### src/rtl/shadow_cst_rev.sv
// shadow_cst_rev: reverse-order round-constant sequencer for the inverse
// Shadow-512 permutation. It fast-forwards the LFSR chain c_k = x^k*SEED
// mod (x^32 + x^8 + 1) up to c_{NCST-1}. It then streams c_{NCST-1} .. c_0
// out on a valid/ready interface, stepping backwards with the divide-by-x
// step.
module shadow_cst_rev #(
  parameter int unsigned NCST = 12,
  parameter logic [31:0] SEED = 32'h0000_0001
) (
  input  logic        clk,
  input  logic        rst,
  input  logic        start,
  output logic        busy,
  output logic [31:0] cst_out,
  output logic [7:0]  cst_idx,
  output logic        cst_valid,
  input  logic        cst_ready,
  output logic        cst_last
);

  localparam int unsigned CW = 32;
  localparam int unsigned IW = 8;
  localparam logic [IW-1:0] LAST_IDX = IW'(NCST - 1);
  localparam logic [CW-1:0] TAP_MASK = 32'h0000_0101;
  localparam logic [CW-1:0] TAP_HI   = 32'h0000_0100;

  typedef enum logic [1:0] {IDLE, FWD, EMIT} state_t;

  state_t        state_q, state_d;
  logic [CW-1:0] val_q, val_d;
  logic [IW-1:0] cnt_q, cnt_d;
  logic          busy_d, valid_d, last_d;

  // Multiply by x: a carry out of bit 31 folds back into taps x^8 and x^0.
  function automatic logic [CW-1:0] mul_x(input logic [CW-1:0] x);
    logic [CW-1:0] fb;
    fb = x[CW-1] ? TAP_MASK : '0;
    return {x[CW-2:0], 1'b0} ^ fb;
  endfunction

  // Divide by x: bit 0 reveals whether mul_x folded the taps, so undo that
  // fold and restore the bit that was shifted out of the top.
  function automatic logic [CW-1:0] div_x(input logic [CW-1:0] y);
    logic [CW-1:0] t;
    t = y ^ (y[0] ? TAP_HI : '0);
    return {y[0], t[CW-1:1]};
  endfunction

  // Next-state, datapath and output-flag decode.
  always_comb begin
    state_d = state_q;
    val_d   = val_q;
    cnt_d   = cnt_q;
    busy_d  = 1'b0;
    valid_d = 1'b0;
    last_d  = 1'b0;
    case (state_q)
      IDLE: begin
        if (start) begin
          val_d   = SEED;
          cnt_d   = '0;
          state_d = (NCST > 1) ? FWD : EMIT;
        end
      end
      FWD: begin
        val_d = mul_x(val_q);
        cnt_d = cnt_q + IW'(1);
        if (cnt_d == LAST_IDX) state_d = EMIT;
      end
      EMIT: begin
        if (cst_ready) begin
          if (cnt_q != '0) begin
            val_d = div_x(val_q);
            cnt_d = cnt_q - IW'(1);
          end else begin
            state_d = IDLE;
          end
        end
      end
      default: state_d = IDLE;
    endcase
    busy_d  = (state_d != IDLE);
    valid_d = (state_d == EMIT);
    last_d  = valid_d && (cnt_d == '0);
  end

  // State, datapath and registered output flags.
  always_ff @(posedge clk or posedge rst) begin
    if (rst) begin
      state_q   <= IDLE;
      val_q     <= '0;
      cnt_q     <= '0;
      busy      <= 1'b0;
      cst_valid <= 1'b0;
      cst_last  <= 1'b0;
    end else begin
      state_q   <= state_d;
      val_q     <= val_d;
      cnt_q     <= cnt_d;
      busy      <= busy_d;
      cst_valid <= valid_d;
      cst_last  <= last_d;
    end
  end

  assign cst_out = val_q;
  assign cst_idx = cnt_q;

endmodule

### config.mk
export PLATFORM = sky130hd
export DESIGN_NAME = shadow_cst_rev
export DESIGN_NICKNAME = d
export VERILOG_FILES = /design/src/rtl/shadow_cst_rev.sv
export SDC_FILE = /design/constraint.sdc
export NUM_CORES = 1
export LEC_CHECK = 0
export ABC_AREA = 1
export CAP_MARGIN = 20
export CELL_PAD_IN_SITES_DETAIL_PLACEMENT = 1
export CELL_PAD_IN_SITES_GLOBAL_PLACEMENT = 2
export CORE_ASPECT_RATIO = 0.5
export CORE_MARGIN = 8
export CORE_UTILIZATION = 27
export DETAILED_ROUTE_END_ITERATION = 8
export PLACE_DENSITY_LB_ADDON = 0.1
export SYNTH_ARGS = -nofsm -noshare
export SYNTH_HDL_FRONTEND = slang
export SYNTH_SLANG_ARGS = --single-unit
### constraint.sdc
create_clock -name clk -period 1.7 [get_ports clk]
set_input_delay 0.51 -clock clk [delete_from_list [all_inputs] [get_ports clk]]
set_output_delay 0.51 -clock clk [all_outputs]
set_load 0.05 [all_outputs]
==> metrics.csv <==
stage;metric;value;unit
finish;layout cells sized above 1;0.453;
sta;Max Clock Freq;546;MHz
clock_network;Sink Count;45;
placement;GP Congestion;0.793;
yosys;Top FF cell, synth;dfrtp_1;
sta;Slew @ Worst Pin;429;ps
grt;total grt overflow;0;
worst_setup_path;Req. time, crit path;1870;ps
route;Max Used Layer;met4;
worst_setup_path;Startpoint Class;flop;
power;power share of the clock group;0.138;
sta;final hold slack;579;ps
placement;HPWL after detailed placement;6280;µm
route;met3 WL;281;µm
floorplanning;Die Width;156;µm
power;switching share of power;0.454;
grt;number of global-route vias before repair;3130;
grt;antenna violations before repair;0;
sta;min cycle time layout;1830;ps
yosys;Seq cells post-synth;45;
route;WL per Instance;16.3;µm
clock_network;CTS Hold Bufs;0;
yosys;Unique masters post-synth;23;
route;drt drc;0;
power;Leakage Power;2.06;nW
sta;Hold Fails Final Rpt;0;
route;M1 wire length;4270;µm
yosys;sequential area share after synthesis;0.427;
clock_network;clock-pin slew on the worst setup and hold paths;70;ps
sta;final setup TNS;-2690;ps
sta;RSZ-0062 raised after global routing;true;
route;vias after detailed routing;2856;
clock_network;worst skew pair latency;290;ps
yosys;most frequent cell after synthesis;nand2_1;
sta;fin. max-slew vios;0;
yosys;Ys Warns;0;
clock_network;root buffer cell;clkbuf_16;
power;power density over the cells;1450;mW/mm²
status;status;finished, violations left;
yosys;dominant cell type by area after synthesis;dfrtp_1;
yosys;synth top area cells;dfrtp_1, nand2_1, nand3_1;
power;Flop pwr share;0.199;
worst_setup_path;Worst Setup Path Type;flop to flop;
worst_setup_path;Critical Path AT;2000;ps
power;Internal Dissipation;3.81;mW
power;Peak VDD IR;0.000511;V
floorplanning;num rows;25;
floorplanning;Die Y;85.9;µm
sta;final worst setup slack;-131;ps
finish;Layout Area Growth over Synthesis;82.7;%
status;violated checks;negative setup slack;
floorplanning;Ports;47;
yosys;Post-Syn Area per Cell;7.53;µm²
yosys;syn nets;362;
yosys;EDFF count, synth;0;
floorplanning;Initial Util;0.278;
power;combinational power share;0.663;
sta;Final Skew;10.6;ps
route;drt pass-1 iters;4;
yosys;Post-Synthesis Cells;350;
worst_setup_path;crit path capture type;flop;
worst_hold_path;hold crit path type;input pin to async pin;
clock_network;CTS H-tree lvls;2;
worst_setup_path;CP max FO;4;
floorplanning;Core Box Area;0.00948;mm²
yosys;Mapped Area;0.00264;mm²
clock_network;CTS tree;yes;
worst_setup_path;crit path launch;cst_idx[1];
clock_network;Clock Tree Buf Depth;2;
sta;Slew Limit Headroom;0.711;
grt;global-route wire length before repair;15700;µm
placement;dpl ws;-543;ps
sta;crit share post-route;1.08;
job;max-cap violation count;0;
worst_setup_path;FF-to-FF Start;cst_idx[1];
clock_network;TritonCTS Buffers;5;
grt;GR Util All Layers;0.146;
yosys;Yosys top cell area share;0.427;
placement;Port Buffer Count;46;
route;Antenna Nets Post-Route;0;
route;Post-Route WL;9660;µm
yosys;Synth top cells by count;nand2_1, inv_1, dfrtp_1, nand3_1, o21ai_0;
floorplanning;die area;0.0134;mm²
finish;antenna fix cells;0;
route;via/cell ratio;4.82;
sta;final setup fails;37;
route;WL met2;4990;µm
grt;largest net degree at the start of global routing;46;
power;net switching power;3.17;mW
finish;Layout Nets;468;
route;1st-iter DRT viols;86;
yosys;ys async rst share;1.00;
registers in the layout, indices dropped and copies added, names as in the netlist:
name       count
state_q        2
cst_valid      1
cst_idx        8
cst_last       1
cst_out       32
busy           1
cell usage in the layout (no fill, tap or decap), drive strengths merged:
cell type / n
xor2: 4
a21oi: 10
nand3: 45
nand4: 6
dfrtp: 45
nand2: 61
clkinv: 1
clkbuf: 8
nor2: 20
o21ai: 45
clkdlybuf4s50: 2
o21bai: 1
clkinvlp: 1
o22ai: 30
nor3b: 1
inv: 56
buf: 112
ha: 8
dlygate4sd2: 1
through the flow:
| step | instance area [µm²] | instances | util | power, mW |
|---|---|---|---|---|
| after global routing | 4820 | 592 | 0.508 | 7.41 |
| after floorplan | 2680 | 350 | - | 3.32 |
| final | 4820 | 592 | 0.508 | 6.98 |
| after CTS | 4550 | 588 | 0.480 | 6.65 |
| after detailed placement | 4090 | 570 | 0.431 | 4.87 |
| after global placement | 4090 | 570 | 0.431 | 4.82 |
layer usage:
layer,up-vias,track usage
met1,1425,0.173
met3,10,0.0351
met4,0,0.0280
met5,-,0
met2,30,0.265
li1,1391,-
path summary, 6_finish.rpt:
kind                         endpoint  slack (ps)  depth (start not counted)
max                              busy        -130                         10
min                        cst_out[3]         580                          3
max reg2reg                      busy        -130                         10
min reg2reg                cst_out[6]         630                          2
max in group asynchronous  cst_idx[3]         890                          3
min in group clk           cst_out[6]         630                          2
worst max-delay path, stage by stage, from the launching register on:
cell      delay [ps]
dfrtp_2          420
buf_6            120
nand4_1          180
nor2_2           260
buf_4            150
nand2_2           40
nand2_2           80
nand2_2           70
nand4_1          140
a21oi_2           90
o21bai_1         160
power groups by stage:
stage / sequential (mW) / combinational (mW) / clock [mW]
2_1_floorplan: 1.73 / 1.59 / 0
3_3_place_gp: 1.38 / 3.44 / 0
3_5_place_dp: 1.39 / 3.48 / 0
4_1_cts: 1.39 / 4.26 / 1.00
5_1_grt: 1.41 / 4.97 / 1.04
6_report: 1.39 / 4.63 / 0.963
kinds of logic after synthesis:
| logic type | share of synthesized area |
|---|---|
| buffers and inverters | 0.118 |
| xor gates and xnor gates | 0.0133 |
| and+or+nand+nor | 0.224 |
| DFF | 0.427 |
| adders and majority gates | 0.0380 |
| AOI/OAI and AO/OA | 0.180 |
final cells by class:
| class | count | area (µm²) |
|---|---|---|
| clock inverters | 1 | 7.51 |
| fillers | 1091 | 4660 |
| inverters | 57 | 215 |
| clock buffers | 7 | 133 |
| multi-input cells | 231 | 1580 |
| repair buffers | 116 | 1590 |
| well taps | 135 | 169 |
| flip-flops and latches | 45 | 1130 |
what timing repair did:
item / CTS / global route
endpoints found under the setup margin: 40 / 41
pin swaps: 9 / 10
cloned: 5 / 1
buffers inserted: 5 / 3
gates resized for setup: 47 / 56
(Power assumes the default switching activity.)
